<file path="config.mk">
export PLATFORM = sky130hd
export DESIGN_NAME = load_store_unit
export DESIGN_NICKNAME = d
export VERILOG_FILES = /design/src/rtl/load_store_unit.sv
export SDC_FILE = /design/constraint.sdc
export NUM_CORES = 1
export LEC_CHECK = 0
export CAP_MARGIN = 25
export CORE_MARGIN = 2
export CORE_UTILIZATION = 30
export DETAILED_ROUTE_END_ITERATION = 7
export PLACE_DENSITY = 0.56
export REMOVE_ABC_BUFFERS = 1
export SLEW_MARGIN = 10
export SYNTH_ARGS = -nofsm -noshare
export SYNTH_HDL_FRONTEND = slang
export SYNTH_SLANG_ARGS = --single-unit
</file>
<file path="constraint.sdc">
create_clock -name clk_i -period 3.7 [get_ports clk_i]
set_input_delay 1.11 -clock clk_i [delete_from_list [all_inputs] [get_ports clk_i]]
set_output_delay 1.11 -clock clk_i [all_outputs]
set_load 0.02 [all_outputs]
</file>
<file path="src/rtl/load_store_unit.sv">
// ---------------------------------------------------------------------------
// load_store_unit
//
// Purpose: takes one load/store request from the pipeline. It issues one or
// two word-aligned, byte-lane-enabled bus beats. It then returns load data
// that is sign- or zero-extended per MemType/MemSign. The unit is busy
// (Ready_o=0) from the cycle after a request is accepted until the cycle
// after Done_o.
//
// Optional feature macro: MISALIGNED_SPLIT_EN
//   defined   - accesses crossing a word boundary run as two beats
//   undefined - such accesses pulse MisalignErr_o and never touch the bus
//
// Ports:
//   clk_i, rst_n_i        clock (rising edge), async active-low reset
//   Req_i                 request valid, sampled only while Ready_o=1
//   MemWrite_i            1=store, 0=load
//   MemType_i             00/11=word, 01=byte, 10=half
//   MemSign_i             0=sign-extend, 1=zero-extend loads
//   Addr_i, WriteData_i   byte address and right-aligned store data
//   Ready_o, Done_o       idle indication, one-cycle completion pulse
//   ReadData_o            extended load data (0 after a store)
//   MisalignErr_o         one-cycle pulse on a rejected misaligned access
//   BusReq_o..BusWData_o  bus beat request, held stable until BusAck_i
//   BusAck_i, BusRData_i  beat accept, read word valid with the ack
//
// The internal datapath is fixed at 32 bits; DATA_WIDTH must be 32.
// ---------------------------------------------------------------------------
module load_store_unit #(
    parameter int DATA_WIDTH = 32
) (
    input  logic                    clk_i,
    input  logic                    rst_n_i,
    input  logic                    Req_i,
    input  logic                    MemWrite_i,
    input  logic [1:0]              MemType_i,
    input  logic                    MemSign_i,
    input  logic [DATA_WIDTH-1:0]   Addr_i,
    input  logic [DATA_WIDTH-1:0]   WriteData_i,
    output logic                    Ready_o,
    output logic                    Done_o,
    output logic [DATA_WIDTH-1:0]   ReadData_o,
    output logic                    MisalignErr_o,
    output logic                    BusReq_o,
    output logic                    BusWe_o,
    output logic [DATA_WIDTH-1:0]   BusAddr_o,
    output logic [3:0]              BusBe_o,
    output logic [DATA_WIDTH-1:0]   BusWData_o,
    input  logic                    BusAck_i,
    input  logic [DATA_WIDTH-1:0]   BusRData_i
);

    typedef enum logic [1:0] {IDLE, ACC0, ACC1, RESP} state_t;

    state_t      state_q, state_d;
    logic        ready_q, ready_d;
    logic        done_q, done_d;
    logic        err_q, err_d;
    logic        bus_req_q, bus_req_d;
    logic        bus_we_q, bus_we_d;
    logic [31:0] bus_addr_q, bus_addr_d;
    logic [3:0]  bus_be_q, bus_be_d;
    logic [31:0] bus_wdata_q, bus_wdata_d;
    logic [31:0] rdata_q, rdata_d;
    logic [63:0] buf_q, buf_d;

    // Latched request fields
    logic [29:0] word_q, word_d;
    logic [1:0]  off_q, off_d;
    logic [1:0]  type_q, type_d;
    logic        sign_q, sign_d;
    logic        we_q, we_d;
    logic        split_q, split_d;
    logic [31:0] wdata_q, wdata_d;

    // Lane helpers
    logic [1:0]  src_off;
    logic [1:0]  src_type;
    logic [31:0] src_wdata;
    logic [2:0]  req_end;
    logic        req_split;
    logic [7:0]  be_lanes;
    logic [63:0] wd_lanes;
    logic [63:0] rd_full;
    logic [31:0] rd_word;
    logic        finish;
    logic        split_ok;

`ifdef MISALIGNED_SPLIT_EN
    assign split_ok = 1'b1;
`else
    assign split_ok = 1'b0;
`endif

    function automatic logic [3:0] size_mask(input logic [1:0] mtype);
        logic [3:0] m;
        case (mtype)
            2'b01:   m = 4'b0001;
            2'b10:   m = 4'b0011;
            default: m = 4'b1111;
        endcase
        return m;
    endfunction

    function automatic logic [2:0] size_bytes(input logic [1:0] mtype);
        logic [2:0] n;
        case (mtype)
            2'b01:   n = 3'd1;
            2'b10:   n = 3'd2;
            default: n = 3'd4;
        endcase
        return n;
    endfunction

    function automatic logic [31:0] extend_load(input logic [31:0] raw,
                                                input logic [1:0]  mtype,
                                                input logic        zext);
        logic [31:0] res;
        case (mtype)
            2'b01:   res = zext ? {24'h0, raw[7:0]}  : {{24{raw[7]}},  raw[7:0]};
            2'b10:   res = zext ? {16'h0, raw[15:0]} : {{16{raw[15]}}, raw[15:0]};
            default: res = raw;
        endcase
        return res;
    endfunction

    // The lanes of both beats come from one 8-lane / 64-bit shift. The low
    // half drives ACC0 and the high half drives ACC1. While idle, the shift
    // source is the live request, so the first beat can be registered at
    // acceptance.
    always_comb begin
        src_off   = (state_q == IDLE) ? Addr_i[1:0] : off_q;
        src_type  = (state_q == IDLE) ? MemType_i   : type_q;
        src_wdata = (state_q == IDLE) ? WriteData_i : wdata_q;
        req_end   = {1'b0, Addr_i[1:0]} + size_bytes(MemType_i);
        req_split = (req_end > 3'd4);
        be_lanes  = {4'b0000, size_mask(src_type)} << src_off;
        wd_lanes  = {32'h0, src_wdata} << {src_off, 3'b000};
        // The final ack's word is merged with the buffer so the result is
        // ready in the same edge that captures it.
        rd_full   = (state_q == ACC1) ? {BusRData_i, buf_q[31:0]}
                                      : {buf_q[63:32], BusRData_i};
        rd_word   = 32'(rd_full >> {off_q, 3'b000});
    end

    // Next-state logic; every output is a flop updated from here.
    always_comb begin
        state_d     = state_q;
        ready_d     = ready_q;
        done_d      = 1'b0;
        err_d       = 1'b0;
        bus_req_d   = bus_req_q;
        bus_we_d    = bus_we_q;
        bus_addr_d  = bus_addr_q;
        bus_be_d    = bus_be_q;
        bus_wdata_d = bus_wdata_q;
        rdata_d     = rdata_q;
        buf_d       = buf_q;
        word_d      = word_q;
        off_d       = off_q;
        type_d      = type_q;
        sign_d      = sign_q;
        we_d        = we_q;
        split_d     = split_q;
        wdata_d     = wdata_q;
        finish      = 1'b0;

        case (state_q)
            IDLE: begin
                if (Req_i) begin
                    word_d  = Addr_i[31:2];
                    off_d   = Addr_i[1:0];
                    type_d  = MemType_i;
                    sign_d  = MemSign_i;
                    we_d    = MemWrite_i;
                    wdata_d = WriteData_i;
                    split_d = req_split;
                    if (req_split && !split_ok) begin
                        err_d = 1'b1;
                    end else begin
                        state_d     = ACC0;
                        ready_d     = 1'b0;
                        bus_req_d   = 1'b1;
                        bus_we_d    = MemWrite_i;
                        bus_addr_d  = {Addr_i[31:2], 2'b00};
                        bus_be_d    = be_lanes[3:0];
                        bus_wdata_d = wd_lanes[31:0];
                    end
                end
            end
            ACC0: begin
                if (BusAck_i) begin
                    buf_d[31:0] = BusRData_i;
                    if (split_q) begin
                        state_d     = ACC1;
                        bus_addr_d  = {word_q + 30'd1, 2'b00};
                        bus_be_d    = be_lanes[7:4];
                        bus_wdata_d = wd_lanes[63:32];
                    end else begin
                        finish = 1'b1;
                    end
                end
            end
            ACC1: begin
                if (BusAck_i) begin
                    buf_d[63:32] = BusRData_i;
                    finish       = 1'b1;
                end
            end
            RESP: begin
                state_d = IDLE;
                ready_d = 1'b1;
            end
            default: begin
                state_d = IDLE;
                ready_d = 1'b1;
            end
        endcase

        if (finish) begin
            state_d   = RESP;
            bus_req_d = 1'b0;
            bus_we_d  = 1'b0;
            bus_be_d  = 4'b0000;
            done_d    = 1'b1;
            rdata_d   = we_q ? 32'h0 : extend_load(rd_word, type_q, sign_q);
        end
    end

    always_ff @(posedge clk_i or negedge rst_n_i) begin
        if (!rst_n_i) begin
            state_q     <= IDLE;
            ready_q     <= 1'b1;
            done_q      <= 1'b0;
            err_q       <= 1'b0;
            bus_req_q   <= 1'b0;
            bus_we_q    <= 1'b0;
            bus_addr_q  <= 32'h0;
            bus_be_q    <= 4'b0000;
            bus_wdata_q <= 32'h0;
            rdata_q     <= 32'h0;
            buf_q       <= 64'h0;
            word_q      <= 30'h0;
            off_q       <= 2'b00;
            type_q      <= 2'b00;
            sign_q      <= 1'b0;
            we_q        <= 1'b0;
            split_q     <= 1'b0;
            wdata_q     <= 32'h0;
        end else begin
            state_q     <= state_d;
            ready_q     <= ready_d;
            done_q      <= done_d;
            err_q       <= err_d;
            bus_req_q   <= bus_req_d;
            bus_we_q    <= bus_we_d;
            bus_addr_q  <= bus_addr_d;
            bus_be_q    <= bus_be_d;
            bus_wdata_q <= bus_wdata_d;
            rdata_q     <= rdata_d;
            buf_q       <= buf_d;
            word_q      <= word_d;
            off_q       <= off_d;
            type_q      <= type_d;
            sign_q      <= sign_d;
            we_q        <= we_d;
            split_q     <= split_d;
            wdata_q     <= wdata_d;
        end
    end

    assign Ready_o       = ready_q;
    assign Done_o        = done_q;
    assign MisalignErr_o = err_q;
    assign ReadData_o    = rdata_q;
    assign BusReq_o      = bus_req_q;
    assign BusWe_o       = bus_we_q;
    assign BusAddr_o     = bus_addr_q;
    assign BusBe_o       = bus_be_q;
    assign BusWData_o    = bus_wdata_q;

endmodule

</file>
-- Yosys cells after proc, flatten, opt, wreduce, memory -nomap -nowiden
Index checks and enable logic that the tools add are counted.
Widths: inputs -> output; s select.
- logic and storage cells: 109
- bits in registers: 240
- bits of input ports: 104
- output and inout bits: 105
- shifts and indexed selects: 3
- add/subtract/negate cells: 2
- muxes and demuxes: 51
- order comparisons: 1
- reductions and logical operators: 15
- equal/unequal tests: 18
- operators by type and width (cell ; count):
    $mux 32 ; 12
    $pmux 32 s2 ; 3
    $mux 64 ; 1
    $shl 32x5->64 ; 1
    $shr 64x5->32 ; 1
    $add 30x1->30 const B ; 1
    $mux 4 ; 5
    $mux 1 ; 17
    $pmux 4 s2 ; 2
    $reduce_and 5->1 ; 3
    $mux 2 ; 7
    $ne 3x3->1 const B ; 4
    $eq 2x2->1 const B ; 5
    $eq 2x1->1 const B ; 4
    $ne 2x2->1 const B ; 4
    $reduce_bool 2->1 ; 4
    $shl 4x2->8 ; 1
    $pmux 2 s3 ; 1
    $pmux 3 s2 ; 1
    $reduce_and 2->1 ; 3
    $reduce_and 3->1 ; 2
    $pmux 1 s2 ; 2
    $reduce_bool 4->1 ; 1
    $add 2x3->3 ; 1
    other kinds (4) ; 4

-- Depth between registers and ports, before layout
Gate-level depths: netlist of the first run.
- depth after elaboration: 9
- mapped depth: 14
- gate-level depth less buffers: 10

-- Least setup slack after synthesis of the first run
OpenSTA, ideal clock, no wires.
- kind: input to register
- start: input MemType_i[1]
- end: register bus_wdata_q[16] (netlist: BusWData_o[16])
- data required time: 3.581 ns
- buffers on the path: 2
- setup time: 0.119 ns
- cell stages on the path: 11
- path slack: 0.376 ns
- arrival time: 3.205 ns
- cells stage by stage: inv_1 ha_1 ha_1 inv_1 fa_1 xnor2_1 nand3_1 and3_1 clkbuf_1 buf_1 o21a_1
- word-level cells in the longest chain between the ends: 6
- elaborated cells between the ends (all ways): 7
- classes of those cells: add/sub (1); order compare (1); eq/ne (3); mux (1); reduce/logical (1)
- RTL lines (element ; line ; RTL):
    from (decl) ; 36 ; input logic [1:0] MemType_i,
    $eq 2x2->1 / $eq 2x1->1 (equally long branches) ; 107 ; case (mtype)
    $pmux 3 s2 * ; 107 ;
    $add 2x3->3 * ; 135 ; req_end = {1'b0, Addr_i[1:0]} + size_bytes(MemType_i);
    $gt 3x3->1 * ; 136 ; req_split = (req_end > 3'd4);
    $ne 2x2->1 (no line) * ; -- ;
    $reduce_and 5->1 (no line) * ; -- ;
    to (signal assigned) ; 259 ; bus_wdata_q <= bus_wdata_d;
    to (decl) ; 63 ; logic [31:0] bus_wdata_q, bus_wdata_d;
Mark *: on every way between the ends. The rest lies on a longest branch, timed or not.
A chain may end at the register's enable or synchronous reset.

-- Final worst setup path of the first run
- start: input MemType_i[0]
- end: register bus_addr_q[27] (netlist: BusAddr_o[27])
- word-level cells in the longest chain between the ends: 6
- elaborated cells between the ends (all ways): 7
- classes of those cells: add/sub (1); order compare (1); eq/ne (3); mux (1); reduce/logical (1)
- RTL lines (element ; line ; RTL):
    $eq 2x2->1 / $eq 2x1->1 (equally long branches) ; 107 ;
    $pmux 3 s2 * ; 107 ;
    $add 2x3->3 * ; 135 ;
    $gt 3x3->1 * ; 136 ;
    $ne 2x2->1 (no line) * ; -- ;
    $reduce_and 5->1 (no line) * ; -- ;
    to (signal assigned) ; 257 ; bus_addr_q <= bus_addr_d;
    to (decl) ; 61 ; logic [31:0] bus_addr_q, bus_addr_d;
Marks and branches as above.

==> reports/results.txt, run 1 <==
Status -> finished clean
# Max-Cap Violations -> 0
P per Cell Area -> 985 mW/mm2
Die Wd -> 208 um
Final setup viols -> 0
Layout area overhead -> 31.7%
CP Max Fanout -> 21
Fraction of layout cells with a size suffix above 1 -> 21.2%
Synth Area in Compound Gates -> 13.9%
Vias -> 9758
Row Count -> 74
Asr flop ratio synth -> 100%
Post-synth EDFFs -> 0
Synth Area in Simple Gates -> 8.71%
Syn avg cell area -> 11.2 um2
Final GP Congestion -> 0.806
Vias/cell -> 5.21
Most area-consuming cells after synthesis -> dfrtp_1 (46%), mux2_2 (14%), mux2i_1 (8.2%)
Pin count of the biggest net entering global routing -> 77
Initial antenna violation count -> 3
# DRC -> 0
Ys flop type -> dfrtp_1
Die area -> 0.0431 mm2
Area share of the largest cell type after synthesis -> 46.1%
Detail Route Antenna Nets -> 0
Area leader, netlist -> dfrtp_1
Data arrival, critical path -> 3500 ps
Gr ovfl total -> 0
Hold crit path type -> reg -> reg
Synth Warn # -> 0
CP Launch Type -> input port
WS Path Type -> in -> reg
Initial Utilization -> 30.4%
Post-synthesis cell count -> 1112
RSZ-0062 raised after global routing -> false
Fin cells -> 1873
# fillers -> 3999
CTS tree -> done
Pleak -> 6.74 nW
Core Region -> 0.0409 mm2
Wire length per cell -> 20.3 um
Worst slew pin tran -> 863 ps
First-pass DRT Iterations -> 5
Clock Skews -> 21.4 ps
Relative slew slack -> 42.4%
Port Buffer Count -> 206
Inst Count DP -> 1818
Area of the multi-input gates -> 0.00633 mm2
Clock transition at path regs -> 60 ps
Unique masters post-synth -> 64
Root buffer cell -> clkbuf_16
Hold-fix buffers, CTS -> 0
Final #Nets -> 1432
Total track usage -> 17.4%
XOR/XNOR Fraction of Synth Area -> 1.90%
Setup bufs post-CTS -> 0
#FFs+latches synth -> 230
Peak supply drop -> 444 uV
Vias in the first global route -> 10000
Initial DRC Count -> 533
Detailed placement HPWL -> 26.0 mm
CP Data Required Time -> 4150 ps
Max Fclk -> 327 MHz
Final total power -> 16.1 mW
Number of buffers created by CTS -> 28
I/O pin count -> 209
Final Hold Vio Count -> 0
Clk_lat worst skew -> 560 ps
Tmin final -> 3060 ps
Sequential cell area -> 0.00576 mm2
Largest family of logic cells by synthesized area -> multiplexers
Mux cell area share after synthesis -> 24.6%
Final Max Tran Viols -> 0
H-tree depth -> 1
Register area share after synthesis -> 46.3%
Mapped cell area -> 0.0124 mm2
Crit. End Element -> flip-flop
Post-synthesis adder-cell area fraction -> 1.27%
Max Root-Sink Buffers -> 3
Post_cts resized -> 0
Clock Sinks -> 230
Crit share post-route -> 82.6%
Die height -> 208 um
First-pass GRT wire length -> 59.7 mm
WL final -> 38.0 mm
synth_stat cells, drive strengths merged (3+ instances only):
master	instances
xor2	17
a31oi	6
a21oi	28
a221oi	4
buf	39
o211ai	12
and3	3
nor2	34
nand3	22
o31ai	10
o21a	15
o22ai	11
o221ai	16
o21ai	50
xnor2	10
mux4	11
a22oi	8
a32oi	7
a22o	21
nor3	10
dfrtp	229
and2	4
inv	15
a221o	30
ha	11
nor4	5
nand2	133
nand4	10
clkbuf	39
mux2	158
mux2i	103
nand2b	13
critical path: stages:
cell             delay, ps
clkdlybuf4s50_1        510
ha_1                   160
ha_1                   140
inv_1                   50
fa_1                   390
xnor2_1                210
nand3_1                110
nand2_1                140
buf_4                  280
nor2_1                  80
a221o_1                290
cells in the final DEF, fill, tap and decap left out, types with 3 or more instances in the layout:
cell and n:
dfrtp_1 228, clkdlybuf4s50_1 205, mux2_2 156, nand2_1 132, mux2i_1 101, o21ai_0 50, buf_4 35, nor2_1 33
a221o_1 30, a21oi_1 28, clkbuf_16 28, nand3_1 22, a22o_1 21, xor2_1 17, o221ai_1 16, o21a_1 15
inv_1 14, nand2b_1 13, o211ai_1 12, o22ai_1 11, mux4_2 11, xnor2_1 10, nand4_1 10, o31ai_1 10
nor3_1 9, clkbuf_8 9, a22oi_1 8, ha_1 8, buf_12 8, a32oi_1 7, a31oi_1 6, bufinv_16 5
clkinv_2 5, and2_1 4, a221oi_1 4, diode_2 3, nor4_1 3
cells by family after synthesis:
kind of cell,after synthesis
other cells,1
compound gates,235
fa+ha+maj,12
buf+inv,94
simple gates,241
xor+xnor,27
flops,230
mux,272
routing by layer:
| metal | vias up | part of all wire, % | track usage (%) |
|---|---|---|---|
| met3 | 63 | 5.1 | 3.19 |
| met5 | - | 0 | 0 |
| met4 | 0 | 2.8 | 5.50 |
| met2 | 254 | 47 | 28.2 |
| li1 | 4553 | - | - |
| met1 | 4888 | 45 | 23.6 |
registers in the layout, indices dropped and copies added, names as in the netlist, 2 cells and up:
signal      count
BusBe_o         4
off_q           2
BusWData_o     32
ReadData_o     32
BusAddr_o      30
type_q          2
word_q         30
buf_q          56
wdata_q        32
state_q         2
cell type report:
class / count / share of cell area, %
repair buffers: 251 / 15.4
multi-input cells: 789 / 38.7
clock buffers: 38 / 5.06
clock inverters: 14 / 1.31
diodes: 3 / 0.0458
well taps: 532 / 4.06
flip-flops and latches: 230 / 35.1
inverters: 16 / 0.367
power by group:
group	total [mW]	switching (mW)	leakage (nW)	internal (mW)
Clock	3.05	1.14	0.512	1.91
Combinational	8.50	4.48	3.43	4.03
Sequential	4.58	0.856	2.80	3.73
Total	16.1	6.47	6.74	9.67
through the flow:
step	instance area (um2)	hold slack, ps	TNS (ps)	setup slack (ps)	util (%)
finish	16400	482	0	643	40.0
global route	16400	513	0	494	40.0
CTS	16400	488	0	661	40.0
detailed placement	15300	474	0	67.4	37.5
global placement	15300	468	-8450	-642	37.4
floorplan	12100	474	-236470	-2190	-
path summary, 6_finish.rpt:
path	start	end	slack [ps]	depth (start not counted)
setup / recovery	MemType_i[0]	BusAddr_o[27]	640	11
hold / removal	ReadData_o[5]	ReadData_o[5]	480	2
setup reg to reg	state_q[1]	ReadData_o[14]	790	9
hold reg to reg	ReadData_o[5]	ReadData_o[5]	480	2
max in group asynchronous	rst_n_i	Done_o	2380	2
min in group asynchronous	rst_n_i	buf_q[40]	540	1
(Power assumes the default switching activity.)
==> run 2: changes to the inputs <==
--- a/config.mk
+++ b/config.mk
@@ -9,7 +9,7 @@
 export CORE_MARGIN = 2
 export CORE_UTILIZATION = 30
 export DETAILED_ROUTE_END_ITERATION = 7
-export PLACE_DENSITY = 0.56
+export PLACE_DENSITY = 0.58
 export REMOVE_ABC_BUFFERS = 1
 export SLEW_MARGIN = 10
 export SYNTH_ARGS = -nofsm -noshare
==> constraint.sdc (replaced) <==
create_clock -name clk_i -period 2.75 [get_ports clk_i]
set_input_delay 0.825 -clock clk_i [delete_from_list [all_inputs] [get_ports clk_i]]
set_output_delay 0.825 -clock clk_i [all_outputs]
set_load 0.02 [all_outputs]
==> run 2 against run 1 <==
Against the previous run:
- clock power is 20% higher
- setup slack worse by 520 ps
- flip-flop and latch count stayed put
- first-iteration DRC count is 2.8% lower
- via count is 0.27% higher
- sequential share of layout area is 0.62 points lower
- clock-buffer cell count is 5 higher
- final cell count is 1.4% higher
- critical path depth is 1 lower
- wire length is 0.43% lower
- critical endpoint is now BusAddr_o[8]
==> reports/results.txt, run 2 (synthesis results as in run 1) <==
Status -> finished clean
Clock Sinks -> 230
Crit. End Element -> flip-flop
Detailed placement HPWL -> 26.7 mm
Hold crit path type -> in -> async
Wire length per cell -> 19.9 um
# DRC -> 0
FF-to-FF End -> ReadData_o[25]
Die area -> 0.0431 mm2
CP Data Required Time -> 3210 ps
Pleak -> 6.91 nW
Setup slack, reg-to-reg -> 200 ps
Die height -> 208 um
Peak supply drop -> 703 uV
RSZ-0062 raised after global routing -> false
Internal power -> 13.1 mW
CP Launch Type -> input port
Layout area overhead -> 34.1%
Final Hold Vio Count -> 0
Switch share -> 40.1%
FF-to-FF Start -> state_q[0]
Final #Nets -> 1464
WS Path Type -> in -> reg
First-pass GRT wire length -> 59.7 mm
Gr ovfl total -> 0
Row Count -> 74
Reg power frac -> 28.4%
WL final -> 37.9 mm
Crit share post-route -> 95.7%
Inst Count DP -> 1849
Tmin final -> 2630 ps
Most frequent cells in the layout -> dfrtp_1 (228), clkdlybuf4s50_1 (203), mux2_2 (156)
Vias -> 9784
Initial antenna violation count -> 3
Max reg flops -> 56
Clk_lat worst skew -> 560 ps
Vias/cell -> 5.15
Root buffer cell -> clkbuf_16
Number of buffers created by CTS -> 28
Die Wd -> 208 um
Max Root-Sink Buffers -> 3
P per Cell Area -> 1310 mW/mm2
CP startpoint -> Addr_i[0]
Power share of the combinational group -> 54.9%
Data arrival, critical path -> 3090 ps
Detail Route Antenna Nets -> 0
Fraction of layout cells with a size suffix above 1 -> 23.0%
Final setup viols -> 0
Final Max Tran Viols -> 0
DP Area -> 0.0157 mm2
First-pass DRT Iterations -> 5
Core Region -> 0.0409 mm2
Clock transition at path regs -> 60 ps
Worst Setup EP -> BusAddr_o[8]
Max Fclk -> 380 MHz
Worst slew pin tran -> 744 ps
Top reg by flops -> buf_q
Clock power share -> 16.7%
Cell area after layout -> 0.0167 mm2
I/O pin count -> 209
Pin count of the biggest net entering global routing -> 62
CP Max Fanout -> 5
H-tree depth -> 1
Clock Skews -> 30.8 ps
CTS tree -> done
# Max-Cap Violations -> 0
Reg2reg path depth -> 8
Initial DRC Count -> 518
# fillers -> 3973
Final GP Congestion -> 0.806
Port Buffer Count -> 206
Initial Utilization -> 30.4%
Vias in the first global route -> 10200
Relative slew slack -> 50.4%
Fin cells -> 1900
Total track usage -> 17.3%
Switch Pwr -> 8.72 mW
Commonest non-fill, non-tap cell in the layout -> dfrtp_1
==> run 2: what timing repair did <==
item | CTS | global route
cloned | 0 | 0
gates resized for setup | 3 | 15
pin swaps | 0 | 3
hold buffers | 0 | 0
endpoints found under the setup margin | 9 | 63
buffers inserted | 0 | 1
==> run 2: layer usage <==
layer  share of wire, %  vias to the layer above  GRT usage (%)
li1                   -                     4598              -
met1                 45                     4914           22.9
met2                 48                      223           29.6
met3                5.2                       47           3.13
met4                1.6                        2           3.37
met5              0.029                        -              0
==> run 2: how the worst min path moves through the flow <==
stage,startpoint,endpoint,slack (ps),cells past startpoint
after floorplan,buf_q[15],buf_q[15],470,1
after global placement,BusAddr_o[14],BusAddr_o[14],470,2
after detailed placement,BusAddr_o[7],BusAddr_o[7],470,2
after CTS,rst_n_i,buf_q[39],230,1
after global routing,rst_n_i,buf_q[39],250,1
final,rst_n_i,buf_q[24],220,1
==> run 2: worst max-delay path, stage by stage <==
cell and delay [ps]:
clkdlybuf4s50_1 520, ha_2 190, inv_2 40, fa_2 380, buf_4 150, xor2_1 160, o211ai_1 280, buf_4 200
o22ai_1 80, a221oi_1 270
==> run 2: cell type report <==
| type | instances | area [um2] | share of cell area (%) |
|---|---|---|---|
| tap | 532 | 666 | 3.99 |
| clock buffer | 43 | 807 | 4.84 |
| timing repair buffer | 283 | 2910 | 17.4 |
| clock inverter | 5 | 88.8 | 0.533 |
| antenna | 2 | 5.00 | 0.0300 |
| sequential | 230 | 5760 | 34.5 |
| multi-input combinational | 789 | 6390 | 38.3 |
| inverter | 16 | 60.1 | 0.360 |
==> run 2: through the flow <==
stage	power [mW]	hold slack, ps	util, %	worst slack [ps]	TNS [ps]
3_3_place_gp	17.9	470	38.3	-560	-42050
2_1_floorplan	13.6	474	-	-3140	-430940
6_report	21.8	225	40.8	119	0
5_1_grt	23.3	252	40.7	43.7	0
4_1_cts	22.0	230	40.6	2.47	0
3_5_place_dp	18.2	472	38.4	-709	-41500
==> run 2: power by group through the flow <==
stage | logic (mW) | registers (mW) | clock network (mW)
floorplan | 6.85 | 6.73 | 0
global placement | 11.7 | 6.17 | 0
detailed placement | 12.0 | 6.22 | 0
CTS | 12.0 | 6.18 | 3.75
global route | 13.1 | 6.38 | 3.89
finish | 12.0 | 6.17 | 3.65
==> run 3: changes to the inputs <==
--- a/config.mk
+++ b/config.mk
@@ -9,7 +9,6 @@
 export CORE_MARGIN = 2
 export CORE_UTILIZATION = 30
 export DETAILED_ROUTE_END_ITERATION = 7
-export PLACE_DENSITY = 0.58
 export REMOVE_ABC_BUFFERS = 1
 export SLEW_MARGIN = 10
 export SYNTH_ARGS = -nofsm -noshare
==> run 3 against run 2 <==
Against the previous run:
- global-route usage is 0.14 points higher
- power is 0.90% higher
- final cell count is 0.63% higher
- clock skew is 22 ps lower
- critical path depth stayed put
- combinational power hardly changed
- worst hold slack worse by 41 ps
- first-iteration DRC count is 15% lower
- flip-flop and latch count stayed put
- clock power is 2% higher
==> reports/results.txt, run 3 (synthesis results as in run 1) <==
Status -> finished clean
Routed metal-1 wire length -> 17.2 mm
Cell area after layout -> 0.0168 mm2
Vias -> 9933
CTS tree -> done
Crit share post-route -> 95.7%
Detailed placement HPWL -> 26.9 mm
Clock Skews -> 8.67 ps
Final total power -> 22.0 mW
Hold crit path type -> in -> async
CP Max Fanout -> 2
Number of buffers created by CTS -> 28
Pin count of the biggest net entering global routing -> 64
# Max-Cap Violations -> 0
Commonest non-fill, non-tap cell in the layout -> dfrtp_1
Die area -> 0.0431 mm2
Top reg by flops -> buf_q
Pleak -> 6.99 nW
Layout area overhead -> 34.8%
Reg2reg path depth -> 8
Vias in the first global route -> 10400
Max reg flops -> 56
Total track usage -> 17.4%
DP Area -> 0.0158 mm2
Worst slew pin tran -> 689 ps
CP startpoint -> Addr_i[0]
CP top delay family -> buffers and inverters
Wire length per cell -> 19.8 um
Tmin final -> 2630 ps
Initial Utilization -> 30.4%
Initial antenna violation count -> 6
Final #Nets -> 1474
Metal2 WL -> 17.8 mm
Row Count -> 74
CP Buf/Inv Count -> 4
Root buffer cell -> clkbuf_16
FF-to-FF End -> ReadData_o[29]
Clk_lat worst skew -> 550 ps
Setup WS pre-CTS -> -588 ps
Data arrival, critical path -> 3070 ps
Core Region -> 0.0409 mm2
Detail Route Antenna Nets -> 0
Die height -> 208 um
Final GP Congestion -> 0.801
WS Path Type -> in -> reg
Die Wd -> 208 um
Top metal layer carrying routed signals -> met5
CP Data Required Time -> 3190 ps
I/O pin count -> 209
Final Hold Vio Count -> 0
Routed wl met3 -> 1.75 mm
CP Launch Type -> input port
Vias/cell -> 5.20
Slowest cell on crit path -> clkdlybuf4s50_1
Relative slew slack -> 53.6%
Worst path depth -> 10
Gr ovfl total -> 0
RSZ-0062 raised after global routing -> false
Final core occ -> 41.0%
Initial DRC Count -> 442
Critical path, cell by cell -> clkdlybuf4s50_1 -> ha_1 -> inv_1 -> fa_1 -> buf_4 -> xor2_2 -> o211ai_1 -> buf_4 -> o32ai_1 -> a221o_1
First-pass GRT wire length -> 59.9 mm
Final setup viols -> 0
Final Max Tran Viols -> 0
Max Root-Sink Buffers -> 3
Setup slack, reg-to-reg -> 210 ps
Worst Setup EP -> state_q[0]
Fraction of layout cells with a size suffix above 1 -> 23.7%
FF-to-FF Start -> state_q[0]
# DRC -> 0
P per Cell Area -> 1310 mW/mm2
Clock transition at path regs -> 60 ps
WL final -> 37.9 mm
Crit. End Element -> flip-flop
Most frequent CP cell -> buf_4
Final WS setup -> 119 ps
H-tree depth -> 1
First-pass DRT Iterations -> 5
Port Buffer Count -> 206
Setup TNS -> 0 ps
Most frequent cells in the layout -> dfrtp_1 (228), clkdlybuf4s50_1 (203), mux2_2 (156)
Max Fclk -> 380 MHz
Hold-fix buffers, CTS -> 0
Clock Sinks -> 230
Peak supply drop -> 569 uV
Crit-path max cell delay -> 530 ps
## run 3: cell count changes in the layout (fill, tap and decap cells not counted), moves of 2 or more
cell	previous run	this run
ha_1	6	8
clkbuf_8	5	10
clkinv_2	1	6
ha_2	3	1
buf_4	55	65
clkbuf_1	10	3
## run 3: stage by stage
stage,instances,hold WS [ps]
after detailed placement,1859,468
after global placement,1858,467
after CTS,1908,183
after global routing,1912,202
after floorplan,1035,474
final,1912,184
## run 3: layout make-up
class / instances / area, um2
diodes: 3 / 7.51
clock buffers: 42 / 875
clock inverters: 7 / 60.1
fillers: 3946 / 24200
inverters: 16 / 60.1
multi-input cells: 789 / 6370
flip-flops and latches: 230 / 5760
well taps: 532 / 666
repair buffers: 293 / 2970
## run 3: how the worst min path moves through the flow
stage,from,to,slack (ps),depth (start not counted)
2_1_floorplan,buf_q[15],buf_q[15],470,1
3_3_place_gp,ReadData_o[2],ReadData_o[2],470,2
3_5_place_dp,BusAddr_o[14],BusAddr_o[14],470,2
4_1_cts,rst_n_i,wdata_q[21],180,1
5_1_grt,rst_n_i,wdata_q[21],200,1
6_report,rst_n_i,wdata_q[23],180,1
## run 3: what timing repair did
| action | CTS | global route |
|---|---|---|
| gates resized for setup | 0 | 12 |
| setup buffers | 0 | 1 |
| endpoints found under the setup margin | 0 | 65 |
## run 3: metal layers
metal,up-vias,track usage (%)
li1,4622,-
met1,4983,23.4
met2,260,28.3
met3,64,2.89
met4,4,6.26
met5,-,0
## run 3: report_power, final
| part | leakage [nW] | internal, mW | switching, mW | total (mW) |
|---|---|---|---|---|
| Combinational | 3.72 | 5.91 | 6.12 | 12.0 |
| Clock | 0.470 | 2.26 | 1.48 | 3.74 |
| Sequential | 2.80 | 5.02 | 1.18 | 6.20 |
| Total | 6.99 | 13.2 | 8.78 | 22.0 |
